--- config.mk ---
export PLATFORM = sky130hd
export DESIGN_NAME = reg_write_arbiter
export DESIGN_NICKNAME = d
export VERILOG_FILES = /design/src/rtl/redux_pkg.sv /design/src/rtl/rr_arbiter.sv /design/src/rtl/reg_write_arbiter.sv
export SDC_FILE = /design/constraint.sdc
export NUM_CORES = 1
export LEC_CHECK = 0
export CORE_MARGIN = 1.5
export CORE_UTILIZATION = 40
export DETAILED_ROUTE_END_ITERATION = 12
export HOLD_SLACK_MARGIN = 0.15
export PLACE_DENSITY = 0.84
export SLEW_MARGIN = 20
export SYNTH_ARGS = -nofsm -noshare
export SYNTH_HDL_FRONTEND = slang
export SYNTH_SLANG_ARGS = --single-unit
--- constraint.sdc ---
create_clock -name clk -period 5.11 [get_ports clk]
set_input_delay 0.511 -clock clk [delete_from_list [all_inputs] [get_ports clk]]
set_output_delay 0.511 -clock clk [all_outputs]
set_load 0.005 [all_outputs]
--- src/rtl/redux_pkg.sv ---
// Shared constants for the register-bank write path.
//   DATA_W / ADDR_W / NUM_REG : register geometry
//   REQ_ALU / REQ_LOAD / REQ_DBG : requester slot on the shared write port
package redux_pkg;
  localparam int DATA_W  = 8;
  localparam int ADDR_W  = 2;
  localparam int NUM_REG = 2 ** ADDR_W;

  localparam int REQ_ALU  = 0;
  localparam int REQ_LOAD = 1;
  localparam int REQ_DBG  = 2;
  localparam int NUM_REQ  = 3;
endpackage

--- src/rtl/rr_arbiter.sv ---
// Round-robin arbiter: one-hot grant to the first requester at or after
// rr_ptr (wrapping). The pointer moves past the winner when advance is high.
//   clk, reset : clock, synchronous active-high reset
//   req        : request vector
//   advance    : a grant was taken this cycle
//   grant      : one-hot grant, combinational
module rr_arbiter #(
  parameter int NUM_REQ = 3
) (
  input  logic               clk,
  input  logic               reset,
  input  logic [NUM_REQ-1:0] req,
  input  logic               advance,
  output logic [NUM_REQ-1:0] grant
);
  localparam int PTR_W = (NUM_REQ > 1) ? $clog2(NUM_REQ) : 1;

  logic [PTR_W-1:0] rr_ptr;
  logic [PTR_W-1:0] gnt_idx;
  logic             found;

  always_comb begin
    int idx;
    idx     = 0;
    grant   = '0;
    gnt_idx = '0;
    found   = 1'b0;
    for (int off = 0; off < NUM_REQ; off++) begin
      idx = int'(rr_ptr) + off;
      if (idx >= NUM_REQ) idx = idx - NUM_REQ;
      if (!found && req[idx]) begin
        found      = 1'b1;
        grant[idx] = 1'b1;
        gnt_idx    = PTR_W'(idx);
      end
    end
  end

  always_ff @(posedge clk) begin
    if (reset)
      rr_ptr <= '0;
    else if (advance && found)
      rr_ptr <= (int'(gnt_idx) == NUM_REQ - 1) ? '0 : gnt_idx + 1'b1;
  end
endmodule

--- src/rtl/reg_write_arbiter.sv ---
// Shares the register bank's single write port among NUM_REQ producers and
// tracks pending destinations in a per-register busy scoreboard.
//   clk, reset          : clock, synchronous active-high reset
//   req_valid/addr/data : packed producer requests (slot i at [i*W +: W])
//   req_ready           : one-hot combinational grant
//   rf_write_*          : registered write port to reg_bank (1-cycle pulse)
//   reserve_valid/addr  : issue logic reserving a destination
//   reserve_ready       : destination not busy, combinational
//   busy                : registered scoreboard bits
module reg_write_arbiter #(
  parameter int NUM_REQ = redux_pkg::NUM_REQ,
  parameter int DATA_W  = redux_pkg::DATA_W,
  parameter int ADDR_W  = redux_pkg::ADDR_W
) (
  input  logic                      clk,
  input  logic                      reset,
  input  logic [NUM_REQ-1:0]        req_valid,
  input  logic [NUM_REQ*ADDR_W-1:0] req_addr,
  input  logic [NUM_REQ*DATA_W-1:0] req_data,
  output logic [NUM_REQ-1:0]        req_ready,
  output logic                      rf_write_enable,
  output logic [ADDR_W-1:0]         rf_write_addr,
  output logic [DATA_W-1:0]         rf_write_data,
  input  logic                      reserve_valid,
  input  logic [ADDR_W-1:0]         reserve_addr,
  output logic                      reserve_ready,
  output logic [(2**ADDR_W)-1:0]    busy
);
  import redux_pkg::*;

  localparam int NREG = 2 ** ADDR_W;

  logic [NUM_REQ-1:0] grant;
  logic               xfer;
  logic [ADDR_W-1:0]  sel_addr;
  logic [DATA_W-1:0]  sel_data;
  logic               reserve_acc;
  logic [NREG-1:0]    busy_nxt;

  // Requests are masked during reset so nothing is granted or transferred.
  rr_arbiter #(.NUM_REQ(NUM_REQ)) u_arb (
    .clk     (clk),
    .reset   (reset),
    .req     (req_valid & {NUM_REQ{~reset}}),
    .advance (xfer),
    .grant   (grant)
  );

  assign req_ready = grant;
  // grant is already qualified by valid, so any grant bit is a transfer.
  assign xfer      = |grant;

  // One-hot AND-OR mux of the winning request.
  always_comb begin
    sel_addr = '0;
    sel_data = '0;
    for (int i = 0; i < NUM_REQ; i++) begin
      if (grant[i]) begin
        sel_addr = sel_addr | req_addr[i*ADDR_W +: ADDR_W];
        sel_data = sel_data | req_data[i*DATA_W +: DATA_W];
      end
    end
  end

  always_ff @(posedge clk) begin
    if (reset) begin
      rf_write_enable <= 1'b0;
      rf_write_addr   <= '0;
      rf_write_data   <= '0;
    end else begin
      rf_write_enable <= xfer;
      if (xfer) begin
        rf_write_addr <= sel_addr;
        rf_write_data <= sel_data;
      end
    end
  end

  assign reserve_ready = ~reset & ~busy[reserve_addr];
  assign reserve_acc   = reserve_valid & reserve_ready;

  // Clear on commit first, then set on reserve, so a new reservation of the
  // register being committed wins and the bit stays pending.
  always_comb begin
    busy_nxt = busy;
    if (rf_write_enable) busy_nxt[rf_write_addr] = 1'b0;
    if (reserve_acc)     busy_nxt[reserve_addr]  = 1'b1;
  end

  always_ff @(posedge clk) begin
    if (reset) busy <= '0;
    else       busy <= busy_nxt;
  end
endmodule

==> impl_metrics.toml, run 1 <==
[cells_and_area]
fillers = 251
post_route_cells_drive_above_1_share_pct = 6.67
multi_input_area_um2 = 713
final_cell_count_no_fill = 211
final_util_pct = 62.9
seqCellArea_um2 = 340
synthToLayoutAreaGrowth_pct = 51.1
final_net_count = 223
n_antenna_cell = 0
fin_area_mm2 = 0.00171

[placed_design]
io_buffers = 56
dpl_cell_area_mm2 = 0.00168
dp_cells = 207
hpwlAfterDp_mm = 2.53
gp_congestion = 0.817

[setup_path]
crit_fanout = 25
r2r_cells = 8
worstReg2RegStart = "u_arb.rr_ptr[0]$_SDFFE_PP0P_"
arrival_ps = 3360
start_kind = "input pin"
worstPathRequired_ps = 4600
crit_type = "in -> out"
startpoint = "reset"
end_kind = "output pin"
ff2ff_setup_slack_ps = 2160

[grt]
grt.total_usage_pct = 21.0
grt-ovfl-total = 0
grt_max_degree = 26
antenna_found_initial = 0
grt_pass1_vias = 1235
grt_pass1_wl_mm = 5.39

[run_status]
status = "complete, no violations"

[clock_tree]
cts_buffers = 3
clock_latency_ps = 280
ctsResizeCount = 0
clock_path_buffers = 2
ctsHtreeMaxLevel = 1
hold_buffers = 0
root_buffer = "clkbuf_4"
tritoncts = "built"
postCtsSetupRepairBufs = 0
clk_pin_slew_ps = 90
clock-sinks = 17

[synthesis]
synth_top_area_share_pct = 30.2
ys_warn_count = 0
yosys-top-cells-area = "dfxtp_1, a222oi_1, a21oi_1"
synth_cell_types = 36
yosysTopAreaCell = "dfxtp_1"
synth_seq_cells = 17
netlist_area_mm2 = 0.00113
syn_avg_cell_area_um2 = 8.75
ys_seq_area_share_pct = 30.2
synthesis.nets = 171
syn_inst = 129

[sta]
hold_violations = 0
max_freq_mhz = 258
rsz0062_at_grt = "false"
period_needed_ps = 3870
fin_tns_setup_ps = 0
setup-violations-final = 0
worst_slew_pin_slew_ps = 834
relSlewSlack_pct = 44.2
fin_skew_ps = 1.48
slew_violations = 0
period_share_pct = 75.8

[min_path]
hold_class = "reg -> reg"
hold_path_startpoint = "busy[0]$_SDFF_PP0_"
holdPathStages = 2

[floorplan]
core_mm2 = 0.00271
num_rows = 19
die_area_mm2 = 0.00315
die-width_um = 56.1
die_y_um = 56.1
start_util_pct = 41.6
ios = 57

[power_and_ir_drop]
p_leak_nw = 0.609
vdd_ir_drop_max_mv = 0.276
powerDensity_mw_per_mm2 = 453

[route]
drc = 0
wl_mm = 3.30
vias = 1272
dr.pass1.iters = 5
dr.first_iter.drc_count = 65
drtAntennaViolNets = 0
avgRoutedWirePerCell_um = 15.6
via_per_inst = 6.03

[run]
drv_cap = 0
## metal layers
layer | part of all wire [%] | vias up | track usage, %
met2 | 49 | 57 | 35.5
met4 | 1.8 | 0 | 7.14
met3 | 8.1 | 8 | 5.12
li1 | - | 608 | -
met1 | 40 | 599 | 25.9
met5 | 0 | - | 0
## worst max-delay path: stages
cell and delay (ps):
clkdlybuf4s50_1 1010, nor2_1 200, a32oi_2 360, and2_1 200, a21o_1 470, clkdlybuf4s50_1 610
## flip-flops by register name, summed over array words and instances, names as in the netlist
signal,cells
busy,4
rf_write_data,8
u_arb.rr_ptr,2
rf_write_enable,1
rf_write_addr,2
## Yosys cell counts
library cell   n
buf_2          3
nand2b_1       4
nand3b_1       2
ha_1           4
or4b_1         5
nor3_1         3
clkbuf_1       4
a21o_1         1
nand4b_1       1
a22oi_1        1
o22ai_1        1
nor2_1        14
buf_1          1
a32oi_1        1
a221oi_1       5
or3_1          2
o211ai_1       2
mux4_2         1
a32oi_2        1
a21boi_0       1
nor2b_1        1
buf_6          2
nand4_1        1
mux2_4         4
nand2_1        6
inv_1          5
and4bb_2       1
o21ai_0        8
mux2i_1        1
dfxtp_1       17
a222oi_1      10
and2_1         1
a21oi_1       12
o22a_2         1
nor3b_1        1
or4_1          1
## layout make-up
type / count / share of cell area, %
clock buffers: 4 / 1.54
inverters: 5 / 1.10
multi-input cells: 97 / 41.8
flip-flops and latches: 17 / 20.0
well taps: 31 / 2.27
repair buffers: 57 / 33.3
## cell usage in the layout (no fill, tap or decap), drive strengths merged, types with 2 or more instances in the layout
cell type | netlist | routed
o211ai | 2 | 2
nand2b | 4 | 4
inv | 5 | 5
dfxtp | 17 | 17
or4b | 5 | 5
ha | 4 | 4
o21ai | 8 | 8
mux2 | 4 | 4
a221oi | 5 | 5
nor3 | 3 | 3
clkbuf | 4 | 4
clkdlybuf4s50 | 0 | 56
a32oi | 2 | 2
nor2 | 14 | 14
nand3b | 2 | 2
a21oi | 12 | 12
nand2 | 6 | 6
or3 | 2 | 2
a222oi | 10 | 10
## worst paths after layout
| kind | to |
|---|---|
| worst min-delay path | busy[0]$_SDFF_PP0_ |
| worst max-delay path | req_ready[1] |
| worst min register to register | busy[0]$_SDFF_PP0_ |
| worst max register to register | u_arb.rr_ptr[0]$_SDFFE_PP0P_ |
## power by group
group	internal (mW)	leakage, nW	switching (mW)
registers	0.177	0.140	0.0286
clock network	0.0303	0.0150	0.0381
logic	0.260	0.454	0.239
## kinds of logic after synthesis
family | Yosys count | share of synthesized area, %
flops | 17 | 30.2
mux | 6 | 8.20
fa+ha+maj | 4 | 4.43
simple gates | 43 | 22.0
buf+inv | 15 | 6.65
compound gates | 44 | 28.6
## per-stage QoR
| stage | worst slack (ps) | power, mW | hold WS [ps] |
|---|---|---|---|
| 2_1_floorplan | 2600 | 0.531 | 480 |
| 3_3_place_gp | 1360 | 0.687 | 490 |
| 3_5_place_dp | 1260 | 0.705 | 493 |
| 4_1_cts | 1250 | 0.777 | 510 |
| 5_1_grt | 1070 | 0.832 | 530 |
| 6_report | 1240 | 0.773 | 512 |
Note: power is estimated with default switching activity, not from simulation.
==> inputs of run 2 (changes only) <==
- CORE_UTILIZATION: 40 -> 36
- PLACE_DENSITY: 0.84 -> 0.8
- clock period: 5.11 -> 3.38 ns (I/O delays scaled with it)
==> impl_metrics.toml, run 2 (same netlist as run 1, synthesis figures left out) <==
[min_path]
hold_class = "reg -> reg"

[route]
wl_mm = 3.14
drc = 0
dr.first_iter.drc_count = 113
drtAntennaViolNets = 0
vias = 1260
avgRoutedWirePerCell_um = 14.6
dr.pass1.iters = 5
via_per_inst = 5.86

[power_and_ir_drop]
p_leak_nw = 0.622
vdd_ir_drop_max_mv = 0.389
powerDensity_mw_per_mm2 = 684
power_mw = 1.18
seq_power_share_pct = 26.3
intPower_mw = 0.710
p_comb_share_pct = 64.6
netSwitchingPower_mw = 0.470
p_clk_share_pct = 9.1
switching_share_pct = 39.8

[sta]
slew_violations = 0
relSlewSlack_pct = 73.1
hold_violations = 0
max_freq_mhz = 314
fin_skew_ps = 15.7
setup-violations-final = 0
fin_tns_setup_ps = 0
rsz0062_at_grt = "false"
period_share_pct = 94.1
period_needed_ps = 3180
worst_slew_pin_slew_ps = 404

[clock_tree]
cts_buffers = 3
clock_latency_ps = 290
clk_pin_slew_ps = 110
postCtsSetupRepairBufs = 0
clock_path_buffers = 2
root_buffer = "clkbuf_4"
hold_buffers = 0
clock-sinks = 17
tritoncts = "built"
ctsResizeCount = 0
ctsHtreeMaxLevel = 1

[floorplan]
num_rows = 20
core_mm2 = 0.00300
ios = 57
die_y_um = 59.0
die_area_mm2 = 0.00348
start_util_pct = 37.6
die-width_um = 59.0

[grt]
grt_pass1_vias = 1176
grt-ovfl-total = 0
grt_pass1_wl_mm = 4.89
antenna_found_initial = 0
grt_max_degree = 22
grt.total_usage_pct = 18.2

[cells_and_area]
post_route_cells_drive_above_1_share_pct = 8.24
n_antenna_cell = 0
final_cell_mix = "clkdlybuf4s50_1, dfxtp_1, nor2_1"
largest-register = "rf_write_data"
fillers = 254
largest_reg_flops = 8
synthToLayoutAreaGrowth_pct = 52.8
reg_top3 = "rf_write_data x8, busy x4"
final_net_count = 225
layout_commonest_cell = "clkdlybuf4s50_1"

[run_status]
status = "complete, no violations"

[setup_path]
crit_path_end = "req_ready[1]"
r2r_cells = 8
r2r-end = "u_arb.rr_ptr[0]$_SDFFE_PP0P_"
crit_fanout = 11
startpoint = "u_arb.rr_ptr[0]$_SDFFE_PP0P_"
end_kind = "output pin"
start_kind = "flop"
ff2ff_setup_slack_ps = 490
cp_cell_sequence = "inv_1 > ha_1 > mux2_4 > a32oi_2 > and2_1 > a21o_1 > clkdlybuf4s50_1"
worstPathRequired_ps = 3040
cp_slowest_cell = "clkdlybuf4s50_1"
cp_slowest_stage_delay_ps = 580
worstReg2RegStart = "u_arb.rr_ptr[0]$_SDFFE_PP0P_"
crit_type = "reg -> out"
arrival_ps = 2840

[placed_design]
hpwlAfterDp_mm = 2.33
io_buffers = 56
gp_congestion = 0.786

[run]
drv_cap = 0
## run 2: final cells by class
type | instances | area [um^2] | share of cell area [%]
inverters | 5 | 18.8 | 1.09
clock inverters | 1 | 5.00 | 0.290
repair buffers | 59 | 583 | 33.8
clock buffers | 3 | 22.5 | 1.31
multi-input cells | 97 | 713 | 41.4
well taps | 33 | 41.3 | 2.39
flip-flops and latches | 17 | 340 | 19.7
## run 2: metrics by stage
step / area [um^2] / cells / util, % / hold slack, ps / setup slack [ps]
finish: 1720 / 215 / 57.4 / 514 / 200
global route: 1720 / 215 / 57.4 / 551 / 98.4
CTS: 1720 / 215 / 57.4 / 510 / 225
detailed placement: 1700 / 211 / 56.5 / 493 / 491
global placement: 1700 / 211 / 56.5 / 480 / 570
floorplan: 1130 / 129 / - / 474 / 869
## run 2: layer usage
layer | track usage (%) | up-vias | part of all wire, %
met1 | 24.1 | 583 | 45
met5 | 0 | - | 0
met4 | 8.12 | 0 | 1.6
li1 | - | 612 | -
met2 | 28.1 | 57 | 46
met3 | 4.37 | 8 | 7.5
## run 2: worst min path at each step
stage                  startpoint  slack [ps]  cells after the start            endpoint
2_1_floorplan     reserve_addr[1]         470                      2  busy[2]$_SDFF_PP0_
6_report       busy[0]$_SDFF_PP0_         510                      2  busy[0]$_SDFF_PP0_
3_3_place_gp   busy[0]$_SDFF_PP0_         480                      2  busy[0]$_SDFF_PP0_
5_1_grt        busy[1]$_SDFF_PP0_         550                      2  busy[1]$_SDFF_PP0_
3_5_place_dp   busy[2]$_SDFF_PP0_         490                      2  busy[2]$_SDFF_PP0_
4_1_cts        busy[2]$_SDFF_PP0_         510                      2  busy[2]$_SDFF_PP0_
## run 2: critical path: cells and delay by family, from the launching register on
kind | cells | cell delay, ps
multiplexers | 1 | 330
flip-flops | 1 | 350
AO/OA/AOI/OAI | 2 | 610
adder cells (fa/ha/maj) | 1 | 360
buffers and inverters | 2 | 680
AND/OR/NAND/NOR | 1 | 220
## run 2: power by group through the flow
stage	clock network (mW)	logic, mW	registers (mW)
floorplan	0	0.492	0.312
global placement	0	0.729	0.313
detailed placement	0	0.751	0.313
CTS	0.110	0.757	0.310
global route	0.121	0.829	0.317
finish	0.108	0.762	0.310
==> variant 1, RTL diff (flow settings as in run 2) <==
`DATA_W`: 8 -> 6.
--- a/src/rtl/redux_pkg.sv
+++ b/src/rtl/redux_pkg.sv
@@ -2,7 +2,7 @@
 //   DATA_W / ADDR_W / NUM_REG : register geometry
 //   REQ_ALU / REQ_LOAD / REQ_DBG : requester slot on the shared write port
 package redux_pkg;
-  localparam int DATA_W  = 8;
+  localparam int DATA_W  = 6;
   localparam int ADDR_W  = 2;
   localparam int NUM_REG = 2 ** ADDR_W;
 
Ports: changed (resized req_data and rf_write_data); port bits go from 57 to 49. The function was not compared with the original's and may differ.
==> variant 1 against run 2 <==
Total power fell by 4.1%; design area rose by 0.80%; critical path depth rose by 1; routed wire length fell by 3.8%; worst setup slack improved by 0.017 ns; synthesized area rose by 6.8%; sequential cell count fell by 2.
==> variant 1: results (changes against run 2) <==
- Status: complete, no violations
- # port buffers: 48 (-14%)
- Sw frac: 40.84% (+1.0 points)
- Sequential logic power: 287 uW (-7.4%)
- Placer's final routability congestion estimate: 0.8654 (+10%)
- Synth warnings: 0 (unchanged)
- Final #Nets: 241 (+7.1%)
- Setup WS pre-CTS: 0.5586 ns (+0.06736 ns)
- Largest net degree at the start of global routing: 24 (+9.1%)
- Initial antenna violation count: 0 (unchanged)
- Max Clock Skew: 0.0008173 ns (-0.01493 ns)
- HP Start: rf_write_data[1]
- Initial DRT Pass Iterations: 4 (-1)
- Routed len/inst: 12.19 um (-17%)
- Fill count: 301 (+19%)
- Fraction of registers with async set/reset: 0% (unchanged)
- All-Layer GR Usage: 17.15% (-1.0 points)
- Static Leak: 0.0006867 uW (+10%)
- # diodes: 0 (unchanged)
- Most common library cells after synthesis: inv_1, dfxtp_1, nand2_1
- DP Area: 0.001710 mm2 (+0.81%)
- Worst rel slew slack: 66.78% (-6.3 points)
- Worst Path Arrival: 2.83 ns (about the same)
- Share of layout cells above drive strength 1: 7.843% (-0.40 points)
- Pwr per Cell Area: 650.9 mW/mm2 (-4.9%)
- Seq/Total Area, Yosys: 24.92% (-5.2 points)
- First-pass GRT wire length: 4809 um (-1.7%)
- Hpwl dp: 2258 um (-3.0%)
- Largest registers: rf_write_data x6, busy x4
- H-Tree Depth: 1 (unchanged)
- Worst hold path class: register to register
- Clock latency on the worst-skew pair: 0.28 ns
- Via Count: 1274 (+1.1%)
- VDD IR max: 0.5488 mV (+41%)
- Startpoint types: register
- Worst-path fanout max: 16 (+5)
- Initial drt markers: 43 (-62%)
- Final Max Slew Viols: 0 (unchanged)
- Clk slew on worst S/H paths: 0.09 ns (-0.02 ns)
- Synthesized Nets: 194 (+13%)
- Synth unique cells: 41 (+14%)
- Synth area leaders: dfxtp_1, o221a_1, inv_1, a21oi_1, nand2_1
- Vias in the first global route: 1099 (-6.5%)
==> variant 1: layout make-up <==
class / count / area (um2) / share of cell area (%)
sequential: 15 / 300.3 / 17.28
inverter: 24 / 90.09 / 5.184
timing repair buffer: 52 / 510.5 / 29.37
multi-input combinational: 109 / 754.5 / 43.41
clock buffer: 3 / 22.52 / 1.296
clock inverter: 1 / 5.005 / 0.2880
tap: 44 / 55.05 / 3.168
==> variant 1: final timing paths <==
path	slack, ns	to	cells after the start
worst min register to register	0.47	rf_write_data[1]	2
worst max-delay path	0.22	req_ready[0]	8
worst min-delay path	0.47	rf_write_data[1]	2
worst max register to register	0.72	rf_write_addr[0]	9
==> variant 1: routing by layer <==
metal / track usage, % / up-vias / share of wire [%]
met5: 0 / - / 0
met4: 1.863 / 0 / 0
met3: 5.544 / 0 / 6.5
met2: 28.88 / 45 / 48
met1: 22.22 / 578 / 45
li1: - / 651 / -
==> variant 1: kinds of logic after synthesis <==
logic type,Yosys count,synth area share [%]
simple gates,56,26.38
compound gates,42,25.13
buf+inv,34,12.46
flops,15,24.92
mux,6,6.127
fa+ha+maj,5,4.985
==> variant 1: critical path, stage by stage (launching register included) <==
cell	delay [ns]
dfxtp_1	0.39
inv_1	0.08
ha_1	0.57
mux2i_1	0.12
or3b_1	0.38
and3_1	0.17
o31a_1	0.30
inv_2	0.05
clkdlybuf4s50_1	0.49
==> variant 1: through the flow <==
stage,std cells,util (%)
2_1_floorplan,158,-
3_3_place_gp,244,54.68
3_5_place_dp,244,54.68
4_1_cts,248,55.56
5_1_grt,248,55.56
6_report,248,55.56
==> variant 2, RTL diff (settings of run 2) <==
Without the edit above. Reset style: asynchronous (`reset`), changed in 3 clocked blocks. Comments in the files are not updated.
--- a/src/rtl/rr_arbiter.sv
+++ b/src/rtl/rr_arbiter.sv
@@ -36,7 +36,7 @@
     end
   end
 
-  always_ff @(posedge clk) begin
+  always_ff @(posedge clk or posedge reset) begin
     if (reset)
       rr_ptr <= '0;
     else if (advance && found)
--- a/src/rtl/reg_write_arbiter.sv
+++ b/src/rtl/reg_write_arbiter.sv
@@ -62,7 +62,7 @@
     end
   end
 
-  always_ff @(posedge clk) begin
+  always_ff @(posedge clk or posedge reset) begin
     if (reset) begin
       rf_write_enable <= 1'b0;
       rf_write_addr   <= '0;
@@ -87,7 +87,7 @@
     if (reserve_acc)     busy_nxt[reserve_addr]  = 1'b1;
   end
 
-  always_ff @(posedge clk) begin
+  always_ff @(posedge clk or posedge reset) begin
     if (reset) busy <= '0;
     else       busy <= busy_nxt;
   end
Formal check against the unedited RTL: differs if reset is asserted again (counterexample within 4 cycles, from zero or initial values and one cycle with reset high); with reset held inactive, the same outputs for 10 cycles.
==> variant 2 against run 2 <==
Routed wire length is 3.7% higher; worst setup slack better by 0.13 ns; total power is 15% higher; global-route usage is 2.2 points higher; sequential share of layout area is 4.4 points higher; synthesized cell count is 7.0% lower; design area is 2.2% higher; synthesized area is 0.11% higher; sequential cell count stayed put; sequential power is 24% higher.
==> variant 2: results (changes against run 2) <==
- Status: complete, no violations
- Fill count: 249 (-2.0%)
- VDD IR max: 0.4283 mV (+10%)
- Largest net degree at the start of global routing: 18 (-18%)
- Worst Path Arrival: 2.71 ns (-0.13 ns)
- Worst rel slew slack: 75.94% (+2.8 points)
- Fmax: 328.0 MHz (+4.3%)
- R2R depth: 9 (+1)
- Synth unique cells: 39 (+8.3%)
- Static Leak: 0.0007334 uW (+18%)
- Placer's final routability congestion estimate: 0.9307 (+18%)
- Syn avg cell area: 9.415 um2 (+7.6%)
- Max Clock Skew: 0.01488 ns (-0.0008649 ns)
- Final #Nets: 220 (-2.2%)
- FF-to-FF End: u_arb.rr_ptr[0]
- Via Count: 1231 (-2.3%)
- Hpwl dp: 2525 um (+8.5%)
- Setup WS pre-CTS: 0.6045 ns (+0.1133 ns)
- Routed len/inst: 14.74 um (+0.91%)
- R2R setup slack: 0.53 ns (+0.04 ns)
- All-Layer GR Usage: 20.35% (+2.2 points)
- Hold slack: 0.5454 ns (+0.03179 ns)
- Fraction of registers with async set/reset: 100.0% (+100 points)
- Hold endpoint: rf_write_data[0]
- Initial drt markers: 105 (-7.1%)
- Ys flop type: dfrtp_1
==> variant 2: cell count changes in the layout (fill, tap and decap cells not counted), sizes merged, moves of 3 or more <==
cell           run 2  this run
a221oi             5         1
nand3              0         3
nor2b              1         4
nand2              6         3
dfxtp             17         0
o21ai              8        16
dfrtp              0        17
mux2i              1         4
a21oi             12         2
nor2              14         5
inv                5        18
or4b               5         0
==> variant 2: area by class of cell <==
type                    instances  area [um2]  area share, %
clock buffers                   3       22.52          1.278
flip-flops and latches         17       425.4          24.13
multi-input cells              78       596.8          33.85
clock inverters                 1       5.005         0.2839
well taps                      44       55.05          3.123
repair buffers                 60       590.6          33.50
inverters                      18       67.56          3.833
==> variant 2: power breakdown <==
group,internal (uW),switching (uW)
Sequential,307,75.4
Combinational,472,396
Clock,43.9,60.6
Total,823,532
==> variant 2: cells by family (layout without fill, tap and decap cells) <==
| kind of cell | after synthesis | after routing | synth area share [%] |
|---|---|---|---|
| AOI/OAI and AO/OA | 43 | 43 | 28.13 |
| buffers and inverters | 25 | 82 | 9.524 |
| and+or+nand+nor | 24 | 24 | 11.74 |
| DFF | 17 | 17 | 37.65 |
| muxes | 7 | 7 | 8.527 |
| adders and majority gates | 4 | 4 | 4.430 |
==> variant 2: layer usage <==
| layer | vias up | GRT usage [%] | wire length (um) |
|---|---|---|---|
| met2 | 87 | 34.92 | 1590 |
| met1 | 567 | 24.37 | 1293 |
| met3 | 12 | 4.585 | 307 |
| li1 | 565 | - | - |
| met4 | 0 | 8.766 | 67 |
| met5 | - | 0 | 0 |
==> variant 2: tightest hold or removal path, stage by stage (launching register included) <==
cell     delay [ns]
dfrtp_1        0.40
inv_1          0.05
o21ai_1        0.06
